===== src/rtl/regfile_wr_arbiter_pkg.sv =====
// Shared widths, register-index type and helpers for the register-file write arbiter.
package regfile_wr_arbiter_pkg;

  localparam int unsigned XLEN      = 32;
  localparam int unsigned NREG      = 32;
  localparam int unsigned REG_IDX_W = 5;

  typedef logic [REG_IDX_W-1:0] reg_idx_t;
  typedef logic [XLEN-1:0]      xdata_t;
  typedef logic [NREG-1:0]      reg_mask_t;

  localparam reg_idx_t REG_ZERO = '0;

  // One-hot mask for a register index; x0 never produces a bit.
  function automatic reg_mask_t reg_onehot(input reg_idx_t idx, input logic en);
    reg_mask_t m;
    m = '0;
    if (en && (idx != REG_ZERO)) m = NREG'(1) << idx;
    return m;
  endfunction

endpackage


===== src/rtl/regfile_wr_arbiter_if.sv =====
// Bundle of writeback, long-latency-unit, decode-query and register-file write signals.
interface regfile_wr_arbiter_if;
  import regfile_wr_arbiter_pkg::*;

  reg_idx_t  wb_rd;
  xdata_t    wb_data;
  logic      lu_iss_valid;
  reg_idx_t  lu_iss_rd;
  logic      lu_valid;
  reg_idx_t  lu_rd;
  xdata_t    lu_data;
  logic      lu_ready;
  reg_idx_t  q_rs1;
  reg_idx_t  q_rs2;
  reg_idx_t  q_rd;
  logic      hazard;
  reg_mask_t pending;
  logic      stall_pipe;
  reg_idx_t  reg_wr;
  xdata_t    reg_wr_data;

  modport master (
    output wb_rd, wb_data, lu_iss_valid, lu_iss_rd, lu_valid, lu_rd, lu_data,
           q_rs1, q_rs2, q_rd,
    input  lu_ready, hazard, pending, stall_pipe, reg_wr, reg_wr_data
  );

  modport slave (
    input  wb_rd, wb_data, lu_iss_valid, lu_iss_rd, lu_valid, lu_rd, lu_data,
           q_rs1, q_rs2, q_rd,
    output lu_ready, hazard, pending, stall_pipe, reg_wr, reg_wr_data
  );

endinterface


===== src/rtl/regfile_wr_arbiter_wb_scoreboard.sv =====
// Pending-destination scoreboard for LU ops with a three-port hazard lookup (no bypass).
module regfile_wr_arbiter_wb_scoreboard
  import regfile_wr_arbiter_pkg::*;
(
  input  logic      clk,
  input  logic      rst_n,
  input  logic      set_en,
  input  reg_idx_t  set_rd,
  input  logic      clr_en,
  input  reg_idx_t  clr_rd,
  input  reg_idx_t  q_rs1,
  input  reg_idx_t  q_rs2,
  input  reg_idx_t  q_rd,
  output reg_mask_t pending,
  output logic      hazard
);

  reg_mask_t set_mask;
  reg_mask_t clr_mask;
  reg_mask_t pending_d;

  // Set is applied after clear so a same-cycle reissue of a retiring register stays pending.
  always_comb begin
    set_mask  = reg_onehot(set_rd, set_en);
    clr_mask  = reg_onehot(clr_rd, clr_en);
    pending_d = (pending & ~clr_mask) | set_mask;
  end

  always_ff @(posedge clk or negedge rst_n) begin
    if (!rst_n) pending <= '0;
    else        pending <= pending_d;
  end

  always_comb begin
    hazard = pending[q_rs1] | pending[q_rs2] | pending[q_rd];
  end

  a_no_reissue_pending: assert property (@(posedge clk) disable iff (!rst_n)
    !(set_en && (set_rd != REG_ZERO) && pending[set_rd] &&
      !(clr_en && (clr_rd == set_rd))))
    else $error("LU issue to a register that is already pending");

endmodule


===== src/rtl/regfile_wr_arbiter.sv =====
// Single register-file write port: pipeline writeback has priority, LU results fill gaps,
// and a starving LU result freezes the pipeline until it drains.
module regfile_wr_arbiter
  import regfile_wr_arbiter_pkg::*;
#(
  parameter int unsigned STARVE_LIMIT = 4
) (
  input logic                 clk,
  input logic                 rst_n,
  regfile_wr_arbiter_if.slave bus
);

  localparam int unsigned CNT_W = $clog2(STARVE_LIMIT + 1);
  localparam logic [CNT_W-1:0] CNT_MAX = CNT_W'(STARVE_LIMIT);

  logic             wb_sel;
  logic             lu_xfer;
  logic             lu_blocked;
  logic [CNT_W-1:0] starve_cnt;
  logic [CNT_W-1:0] starve_cnt_d;
  logic             stall_d;

  // Port select; everything is forced quiet while reset is held.
  always_comb begin
    wb_sel          = rst_n && (bus.wb_rd != REG_ZERO) && !bus.stall_pipe;
    bus.lu_ready    = rst_n && !wb_sel;
    bus.reg_wr      = REG_ZERO;
    bus.reg_wr_data = '0;
    if (wb_sel) begin
      bus.reg_wr      = bus.wb_rd;
      bus.reg_wr_data = bus.wb_data;
    end else if (bus.lu_ready && bus.lu_valid && (bus.lu_rd != REG_ZERO)) begin
      bus.reg_wr      = bus.lu_rd;
      bus.reg_wr_data = bus.lu_data;
    end
  end

  // Starvation counter saturates at the limit; stall follows the counter by one edge.
  always_comb begin
    lu_xfer      = bus.lu_valid && bus.lu_ready;
    lu_blocked   = bus.lu_valid && !bus.lu_ready;
    starve_cnt_d = starve_cnt;
    if (!bus.lu_valid || lu_xfer) begin
      starve_cnt_d = '0;
    end else if (lu_blocked && (starve_cnt != CNT_MAX)) begin
      starve_cnt_d = starve_cnt + CNT_W'(1);
    end
    stall_d = (starve_cnt_d == CNT_MAX);
  end

  always_ff @(posedge clk or negedge rst_n) begin
    if (!rst_n) begin
      starve_cnt     <= '0;
      bus.stall_pipe <= 1'b0;
    end else begin
      starve_cnt     <= starve_cnt_d;
      bus.stall_pipe <= stall_d;
    end
  end

  regfile_wr_arbiter_wb_scoreboard u_scoreboard (
    .clk     (clk),
    .rst_n   (rst_n),
    .set_en  (bus.lu_iss_valid),
    .set_rd  (bus.lu_iss_rd),
    .clr_en  (lu_xfer),
    .clr_rd  (bus.lu_rd),
    .q_rs1   (bus.q_rs1),
    .q_rs2   (bus.q_rs2),
    .q_rd    (bus.q_rd),
    .pending (bus.pending),
    .hazard  (bus.hazard)
  );

  // A frozen pipeline must not present a writeback.
  a_no_wb_while_stalled: assert property (@(posedge clk) disable iff (!rst_n)
    !(bus.stall_pipe && (bus.wb_rd != REG_ZERO)))
    else $error("pipeline writeback presented while stall_pipe is high");

endmodule

===== src/flat_wrapper.sv =====
// flat-port wrapper written by rule: the top's interface ports become plain ports
module regfile_wr_arbiter_flat import regfile_wr_arbiter_pkg::*;
#(
  parameter int unsigned STARVE_LIMIT = 4
)
  (clk, rst_n, bus_wb_rd, bus_wb_data, bus_lu_iss_valid, bus_lu_iss_rd, bus_lu_valid, bus_lu_rd, bus_lu_data, bus_q_rs1, bus_q_rs2, bus_q_rd, bus_lu_ready, bus_hazard, bus_pending, bus_stall_pipe, bus_reg_wr, bus_reg_wr_data);
  regfile_wr_arbiter_if bus_i ();
  input logic clk;
  input logic rst_n;
  input wire logic [$bits(bus_i.wb_rd)-1:0] bus_wb_rd;
  input wire logic [$bits(bus_i.wb_data)-1:0] bus_wb_data;
  input wire logic [$bits(bus_i.lu_iss_valid)-1:0] bus_lu_iss_valid;
  input wire logic [$bits(bus_i.lu_iss_rd)-1:0] bus_lu_iss_rd;
  input wire logic [$bits(bus_i.lu_valid)-1:0] bus_lu_valid;
  input wire logic [$bits(bus_i.lu_rd)-1:0] bus_lu_rd;
  input wire logic [$bits(bus_i.lu_data)-1:0] bus_lu_data;
  input wire logic [$bits(bus_i.q_rs1)-1:0] bus_q_rs1;
  input wire logic [$bits(bus_i.q_rs2)-1:0] bus_q_rs2;
  input wire logic [$bits(bus_i.q_rd)-1:0] bus_q_rd;
  output wire logic [$bits(bus_i.lu_ready)-1:0] bus_lu_ready;
  output wire logic [$bits(bus_i.hazard)-1:0] bus_hazard;
  output wire logic [$bits(bus_i.pending)-1:0] bus_pending;
  output wire logic [$bits(bus_i.stall_pipe)-1:0] bus_stall_pipe;
  output wire logic [$bits(bus_i.reg_wr)-1:0] bus_reg_wr;
  output wire logic [$bits(bus_i.reg_wr_data)-1:0] bus_reg_wr_data;
  assign bus_i.wb_rd = bus_wb_rd;
  assign bus_i.wb_data = bus_wb_data;
  assign bus_i.lu_iss_valid = bus_lu_iss_valid;
  assign bus_i.lu_iss_rd = bus_lu_iss_rd;
  assign bus_i.lu_valid = bus_lu_valid;
  assign bus_i.lu_rd = bus_lu_rd;
  assign bus_i.lu_data = bus_lu_data;
  assign bus_i.q_rs1 = bus_q_rs1;
  assign bus_i.q_rs2 = bus_q_rs2;
  assign bus_i.q_rd = bus_q_rd;
  assign bus_lu_ready = bus_i.lu_ready;
  assign bus_hazard = bus_i.hazard;
  assign bus_pending = bus_i.pending;
  assign bus_stall_pipe = bus_i.stall_pipe;
  assign bus_reg_wr = bus_i.reg_wr;
  assign bus_reg_wr_data = bus_i.reg_wr_data;
  regfile_wr_arbiter #(.STARVE_LIMIT(STARVE_LIMIT)) u_core (.clk(clk), .rst_n(rst_n), .bus(bus_i));
endmodule

===== config.mk =====
export PLATFORM = sky130hd
export DESIGN_NAME = regfile_wr_arbiter_flat
export DESIGN_NICKNAME = d
export VERILOG_FILES = /design/src/rtl/regfile_wr_arbiter_pkg.sv /design/src/rtl/regfile_wr_arbiter_if.sv /design/src/rtl/regfile_wr_arbiter_wb_scoreboard.sv /design/src/rtl/regfile_wr_arbiter.sv /design/src/flat_wrapper.sv
export SDC_FILE = /design/constraint.sdc
export NUM_CORES = 1
export LEC_CHECK = 0
export ABC_CLOCK_PERIOD_IN_PS = 2520
export CORE_MARGIN = 3
export CORE_UTILIZATION = 38
export CTS_CLUSTER_SIZE = 28
export DETAILED_ROUTE_END_ITERATION = 7
export PLACE_DENSITY = 0.78
export SLEW_MARGIN = 20
export SYNTH_ARGS = -nofsm -noshare
export SYNTH_HDL_FRONTEND = slang
export SYNTH_HIERARCHICAL = 1
export SYNTH_SLANG_ARGS = --single-unit
export TNS_END_PERCENT = 100

===== constraint.sdc =====
create_clock -name clk -period 2.52 [get_ports clk]
set_input_delay 0.504 -clock clk [delete_from_list [all_inputs] [get_ports clk]]
set_output_delay 0.504 -clock clk [all_outputs]
set_load 0.05 [all_outputs]

-- Word-level counts from Yosys, hierarchy flattened
Index checks and enable logic that the tools add are counted.
- add/sub/neg operators: 1
- $lt $le $gt $ge: 3
- eq/ne operators: 2
- shift-type cells: 2
- multiplexer cells: 14
- bitwise gates (word level): 5
- reduce and logical (&&, ||, !) cells: 16
- operator list (kind ; count):
    32-bit two-way mux ; 4
    1-bit by 5-bit << shifter with 32-bit output, first input constant ; 2
    32-bit AND ; 1
    32-bit inverter ; 1
    32-bit OR ; 1
    5-bit by 6-bit less-than comparator with 1-bit output, second input constant ; 3
    1-bit binary-select mux with 5-bit select ; 3
    5-bit nonzero test ; 3
    5-bit two-way mux ; 2
    1-bit logical AND ; 8
    3-bit two-way mux ; 2
    1-bit zero test ; 4
    3-bit by 1-bit adder with 3-bit output, second input constant ; 1
    3-bit equality test, second input constant ; 1
    1-bit two-way mux ; 3
    3-bit != test, second input constant ; 1
    1-bit OR ; 2
    1-bit logical OR ; 1
- register bits: 36
- input bits: 98
- output and inout bits: 72
- word-level logic and storage cells: 46

-- Logic depth before layout (Yosys ltp)
Gate-level depths: netlist of run 1.
- depth in word-level cells: 11
- gate-level depth with buffers: 8
- depth with buffers taken out: 7

-- By module
Netlist of run 1, hierarchy kept.
- modules (own cells, without submodules) (module ; times used ; cells an instance ; area an instance (µm²) ; sequential area each (µm²)):
    regfile_wr_arbiter_wb_scoreboard ; 1 ; 233 ; 2238.4 ; 800.8
    regfile_wr_arbiter ; 1 ; 166 ; 1376.3 ; 100.1

-- Worst setup path before layout of run 1
OpenSTA, ideal clock, no wires.
- kind: input to output
- start: input bus_q_rs2[1]
- end: output bus_hazard
- data arrival time: 2.299 ns
- data required time: 2.016 ns
- setup slack: -0.283 ns
- stages on the path: 7
- path buffers: 2
- path through: clkbuf_1 buf_2 mux2i_1 a22oi_1 nand3_1 nand4_1 or4_1
- longest elaborated chain between the ends: 4
- RTL lines (item ; RTL line ; text):
    start: declaration ; flat_wrapper.sv:18 ; input wire logic [$bits(bus_i.q_rs2)-1:0] bus_q_rs2;
    1-bit binary-select mux with 5-bit select ; regfile_wr_arbiter_wb_scoreboard.sv:35 ; hazard = pending[q_rs1] | pending[q_rs2] | pending[q_rd];
    1-bit two-way mux (not written as such) ; regfile_wr_arbiter_wb_scoreboard.sv:35 ;
    1-bit OR (2 in a row) ; regfile_wr_arbiter_wb_scoreboard.sv:35 ;
    end: declaration ; flat_wrapper.sv:21 ; output wire logic [$bits(bus_i.hazard)-1:0] bus_hazard;
Every way passes these cells. The select of a mux whose other input is x is not followed.

-- Worst setup path in the final report of run 1
- start: register u_core.u_scoreboard.pending[7]
- end: output bus_hazard
- longest elaborated chain between the ends: 4
- elaborated cells between the ends (all ways): 8
- those cells by class: mux: 6; bitwise: 2
- RTL lines (item ; RTL line ; text):
    start: declaration ; regfile_wr_arbiter_wb_scoreboard.sv:14 ; output reg_mask_t pending,
    start signal: assignment ; regfile_wr_arbiter_wb_scoreboard.sv:31 ; else pending <= pending_d;
    1-bit binary-select mux with 5-bit select ; regfile_wr_arbiter_wb_scoreboard.sv:35 ;
    1-bit two-way mux (not written as such) ; regfile_wr_arbiter_wb_scoreboard.sv:35 ;
    1-bit OR ; regfile_wr_arbiter_wb_scoreboard.sv:35 ;
    1-bit OR (*) ; regfile_wr_arbiter_wb_scoreboard.sv:35 ;
Every way passes the cells marked *; elsewhere a longest branch is shown, timed or not. The select of a mux whose other input is x is not followed.

==> metrics.txt, run 1 <==
status=finished, violations left; failing checks=setup timing; root buffer cell=clkbuf_8; r2r startpoint=u_core/bus.stall_pipe$_DFF_PN0_; CTS max path bufs=2; post-route cell area=6320 um2; DP Area=5950 um2; sequential cell area fraction in the yosys report=0.249; Die Height=104 um; PwrDens=531 nW/um2; max cap viols=0; H-Tree Depth=2; commonest non-fill, non-tap cell in the layout=clkdlybuf4s50_1; slew margin rel.=0.658; Reg clk slew, reported paths=about 0.07 ns; Synth Flop Type=dfrtp_1; worst skew pair latency=0.29 ns; min-delay src=u_core/u_scoreboard/pending[0]$_DFF_PN0_; Final Util=0.704; Yosys reg bits=36; Cells after Synth=399; fillers=664; share of layout cells above drive strength 1=0.353; CTS tree=built; Peak VDD IR=0.360 mV; largest net degree at the start of global routing=40; Place WS=-0.773 ns; critical path launch point type=register; DRT Pass-1 Iters=5; GP Congestion=0.931; port bufs=roughly 170; die area=~11000 um2; global-route wire length before repair=23.4 mm; Min-Delay Path Depth=0; fin nets=722; area of the core=about 9000 um2; Cell Area, Synth=3610 um2; Starting DRT DRC Count=433; Initial Utilization=0.403; Yosys top cell by area=dfrtp_1; cells on worst reg2reg path=7; final worst slack=-0.321 ns; Lkg Pwr=0.00263 uW; reg2reg end=u_core/u_scoreboard/pending[2]$_DFF_PN0_; top cells by area, synth=dfrtp_1, mux2i_1, o211ai_2; Final ANT Viol Nets=0; Post-synth EDFFs=0; post-synth top area share=0.249; WHS Endpoint=u_core/u_scoreboard/pending[0]$_DFF_PN0_; gr usage total=0.267; Max Fanout on Critical Path=4; Post-CTS Hold Buffers=0; Max Clk Rate=0.352 GHz; TritonCTS Sinks=36; Boundary Pins=170; DRC=0; Vias/cell=5.79; vias in the first global route=4498; final slew viol count=0; Antenna diodes=0; CP required=2.02 ns; Rows=34; Post-Syn Area per Cell=between 9 and 10 um2; synth unique cells=50; period utilisation layout=1.13; Fin. Hold Viols=0; Post-Route WL=15.0 mm; Hold Crit Class=register to register; DR vias=between 4000 and 5000; Setup-failing EPs final=1; Layout area overhead=74.9%; YS warnings=6; Syn Nets=499; Die W=104 um; Tightest Pin Transition=0.512 ns; CTS Buf Count=5; Synth async-reset ratio=1.00; unrepaired setup endpoints after global routing=true; mean routed wirelength per cell=about 20 um; total gr overflow=0; skew final=0.00714 ns; min cycle time layout=roughly 2.8 ns; kind of end point of the critical path=output port; most frequent cells in the layout=clkdlybuf4s50_1, buf_4, o21ai_0; Crit Path Category=register to output port; antenna violations before repair=0; Detailed Place HPWL=11.0 mm; r2r setup slk=0.39 ns; WP data arrival=2.34 ns
==> cell type report <==
class | instances | area (um2) | area share
sequential | 36 | 902 | 0.143
clock buffer | 6 | 72.6 | 0.0115
inverter | 6 | 22.5 | 0.00356
timing repair buffer | 244 | 2450 | 0.387
multi-input combinational | 329 | 2690 | 0.425
clock inverter | 2 | 35.0 | 0.00554
tap | 126 | 158 | 0.0249
==> state kept, by name, indices dropped and copies added (netlist names) <==
name and cells:
u_core/u_scoreboard/pending 32, u_core/starve_cnt 3, u_core/bus.stall_pipe 1
==> metal layers <==
metal / track usage / part of all wire / vias to the layer above
li1: - / - / 1968
met1: 0.304 / 0.37 / 2037
met2: 0.484 / 0.51 / 275
met3: 0.0566 / 0.081 / 57
met4: 0.110 / 0.038 / 0
met5: 0 / 0 / -
==> repair_timing <==
action | 4_1_cts | 5_1_grt
gates cloned | 4 | 1
pin swaps | 8 | 7
endpoints found under the setup margin | 36 | 19
hold endpoints to repair | 0 | 0
resized for setup | 51 | 19
buffers inserted | 5 | 1
==> critical path, stage by stage, from the launching register on <==
cell and delay, ns:
dfrtp_2 0.45, mux4_2 0.49, mux2_4 0.28, nand3b_1 0.08
o31ai_1 0.07, or4_4 0.52, buf_8 0.17
==> through the flow <==
step | setup TNS, ns | instances | hold WS [ns] | power [uW]
after floorplan | -0.155 | 399 | 0.208 | 1890
after global placement | -11.40 | 730 | 0.459 | 2730
after detailed placement | -12.61 | 730 | 0.467 | 2760
after CTS | -0.337 | 747 | 0.498 | 3310
after global routing | -0.386 | 749 | 0.523 | 3490
final | -0.321 | 749 | 0.499 | 3360
==> worst max-delay path by stage <==
stage	start	endpoint	slack (ns)	depth (start not counted)
after floorplan	bus_q_rs2[1]	bus_hazard	-0.16	7
after global placement	bus_q_rd[0]	bus_hazard	-0.73	7
after detailed placement	bus_q_rd[0]	bus_hazard	-0.77	7
after CTS	u_core/u_scoreboard/pending[7]$_DFF_PN0_	bus_hazard	-0.34	6
after global routing	u_core/u_scoreboard/pending[6]$_DFF_PN0_	bus_hazard	-0.39	6
final	u_core/u_scoreboard/pending[7]$_DFF_PN0_	bus_hazard	-0.32	6
==> power breakdown <==
group          internal (uW)  leakage (uW)  switching, uW
Combinational            863       0.00216           1140
Clock                    293     0.0000552            203
Sequential               699      0.000421            160
Total                   1850       0.00263           1500
==> Yosys cell counts, types with 3 or more instances <==
library cell and count:
mux2i_1 61, o21ai_0 61, nand2_1 46, dfrtp_1 36, o211ai_2 30, nand3_1 15
nand3b_1 13, buf_2 11, clkbuf_1 9, nor2_1 9, nor2b_1 9, nand2b_1 8
buf_6 7, o211ai_1 7, a21oi_1 6, a22oi_1 6, inv_1 6, mux4_2 5
or2_2 5, a21boi_0 4, mux4_1 4, a31oi_1 3, o21ai_1 3, or4_1 3
==> kinds of logic (layout without fill, tap and decap cells) <==
group                      count (synthesis)  after routing  share of synthesized area
AOI/OAI and AO/OA                        131            131                      0.267
buffers and inverters                     34            258                     0.0537
xor gates and xnor gates                   1              1                    0.00242
muxes                                     73             73                      0.238
and+or+nand+nor                          122            122                      0.182
adders and majority gates                  2              2                    0.00692
DFF                                       36             36                      0.249
(Power assumes the default switching activity.)
==> run 2: changes to the inputs <==
--- a/config.mk
+++ b/config.mk
@@ -11,7 +11,6 @@
 export CTS_CLUSTER_SIZE = 28
 export DETAILED_ROUTE_END_ITERATION = 7
 export PLACE_DENSITY = 0.78
-export SLEW_MARGIN = 20
 export SYNTH_ARGS = -nofsm -noshare
 export SYNTH_HDL_FRONTEND = slang
 export SYNTH_HIERARCHICAL = 1
==> results of run 2 <==
Final layout, timing and power as in run 1 (identical DEF).
==> run 3: changes to the inputs <==
--- a/config.mk
+++ b/config.mk
@@ -5,7 +5,7 @@
 export SDC_FILE = /design/constraint.sdc
 export NUM_CORES = 1
 export LEC_CHECK = 0
-export ABC_CLOCK_PERIOD_IN_PS = 2520
+export ABC_CLOCK_PERIOD_IN_PS = 2500
 export CORE_MARGIN = 3
 export CORE_UTILIZATION = 38
 export CTS_CLUSTER_SIZE = 28
==> constraint.sdc (replaced) <==
create_clock -name clk -period 2.5 [get_ports clk]
set_input_delay 0.5 -clock clk [delete_from_list [all_inputs] [get_ports clk]]
set_output_delay 0.5 -clock clk [all_outputs]
set_load 0.05 [all_outputs]
==> metrics.txt, run 3 (synthesis results as in run 1) <==
status=finished, violations left; failing checks=setup timing; Hold Crit Class=input port to async pin; total power=3320 uW (-1.1%); share of layout cells above drive strength 1=0.357 (+0.00367); Vias/cell=5.82 (+0.43%); post-route cell area=6400 um2 (+1.3%); antenna violations before repair=1 (+1); Initial Utilization=0.403 (unchanged); CTS max path bufs=2 (unchanged); CTS Buf Count=5 (unchanged); kind of end point of the critical path=output port; WP data arrival=2.33 ns (about the same); max cap viols=0 (unchanged); Boundary Pins=170 (unchanged); Setup-failing EPs final=1 (unchanged); Die Height=104 um (unchanged); Reg clk slew, reported paths=0.07 ns (about the same); Biggest register=u_core/u_scoreboard/pending; met1 Usage GRT=0.300 (-0.00443); skew final=0.00708 ns (-0.0000592 ns); root buffer cell=clkbuf_8; Starting DRT DRC Count=407 (-6.0%); most crowded layer after global routing=met2; CP required=2.00 ns (-0.02 ns); slew margin rel.=0.653 (-0.00510); Tightest Pin Transition=0.519 ns (+0.00763 ns); die area=10700 um2 (unchanged); max FFs per register=32 (unchanged); worst hold slack=0.215 ns (-0.283 ns); global-route wire length before repair=23.6 mm (+0.77%); largest registers=u_core/u_scoreboard/pending x32, u_core/starve_cnt x3, u_core/bus.stall_pipe x1; critical path launch point type=input port; TritonCTS Sinks=36 (unchanged); Peak VDD IR=0.268 mV (-26%); period utilisation layout=1.13; final worst slack=-0.334 ns (-0.0127 ns); Die W=104 um (unchanged); mean routed wirelength per cell=20.2 um (+0.85%); Max Fanout on Critical Path=5 (+1); PwrDens=519 nW/um2 (-2.4%); Rows=34 (unchanged); gr usage total=0.269 (+0.00151); GP Congestion=0.964 (+3.5%); commonest non-fill, non-tap cell in the layout=clkdlybuf4s50_1; Lkg Pwr=0.00265 uW (+0.69%); most frequent cells in the layout=clkdlybuf4s50_1, buf_4, o21ai_0; area of the core=8980 um2 (unchanged); vias in the first global route=4565 (+1.5%); Final ANT Viol Nets=0 (unchanged); DRT Pass-1 Iters=5 (unchanged); setup_tns=-0.334 ns (-0.0127 ns); Crit Path Category=input port to output port; worst skew pair latency=0.28 ns (about the same); DR vias=4373 (+0.83%); DRC=0 (unchanged); largest net degree at the start of global routing=40 (unchanged); Post-Route WL=15.2 mm (+1.3%); fin nets=725 (+0.42%); Place WS=-0.766 ns (+0.00667 ns); Layout area overhead=77.2%; H-Tree Depth=2 (unchanged); min cycle time layout=2.83 ns; CTS tree=built; M3 GR Usage=0.0591 (+0.00249); final slew viol count=0 (unchanged); met2 Usage GRT=0.496 (+0.0121); DP Area=5940 um2 (-0.13%); Fin. Hold Viols=0 (unchanged); total gr overflow=0 (unchanged); Detailed Place HPWL=11.2 mm (+1.8%); unrepaired setup endpoints after global routing=true; port bufs=169 (unchanged); Max Clk Rate=0.353 GHz
## run 3: power breakdown
group | switching [uW] | internal (uW) | leakage, uW
registers | 155 | 705 | 0.000419
clock network | 182 | 245 | 0.0000503
logic | 1160 | 870 | 0.00218
## run 3: per-stage QoR
step	utilization	instances
finish	0.714	752
global route	0.714	752
CTS	0.706	749
detailed placement	0.662	729
global placement	0.662	729
floorplan	-	399
## run 3: area by class of cell
type | count | area [um2]
antenna | 1 | 2.50
inverter | 6 | 22.5
fill | 620 | 2570
sequential | 36 | 903
timing repair buffer | 247 | 2530
tap | 126 | 158
multi-input combinational | 329 | 2690
clock buffer | 7 | 96.3
## run 3: what timing repair did
action | in CTS | in global routing
pin swaps | 10 | 6
endpoints found under the hold margin | 0 | 0
setup buffers | 9 | 1
resized for setup | 54 | 19
setup endpoints to repair | 38 | 33
hold buffers | 0 | 0
cloned | 4 | 2
## run 3: worst max-delay path, cell delays in order
cell and delay, ns:
clkdlybuf4s15_1 0.19, buf_6 0.13, mux4_2 0.51, o211ai_1 0.20
nand4_1 0.11, or4_4 0.53, buf_8 0.17
## run 3: worst paths after layout
path | depth (start not counted) | endpoint | slack, ns | from
max | 7 | bus_hazard | -0.33 | bus_q_rs1[0]
min | 2 | u_core/u_scoreboard/pending[31]$_DFF_PN0_ | 0.22 | rst_n
max reg2reg | 7 | u_core/u_scoreboard/pending[3]$_DFF_PN0_ | 0.50 | u_core/bus.stall_pipe$_DFF_PN0_
min reg2reg | 1 | u_core/u_scoreboard/pending[0]$_DFF_PN0_ | 0.56 | u_core/u_scoreboard/pending[0]$_DFF_PN0_
max in group asynchronous | 3 | u_core/bus.stall_pipe$_DFF_PN0_ | 1.65 | rst_n
min in group clk | 1 | u_core/u_scoreboard/pending[0]$_DFF_PN0_ | 0.56 | u_core/u_scoreboard/pending[0]$_DFF_PN0_
## run 3: metal layers
| layer | wire length, um | vias to the layer above |
|---|---|---|
| met4 | 540 | 0 |
| met1 | 5480 | 2072 |
| met3 | 1350 | 44 |
| met2 | 7850 | 288 |
| li1 | - | 1969 |
| met5 | 0 | - |
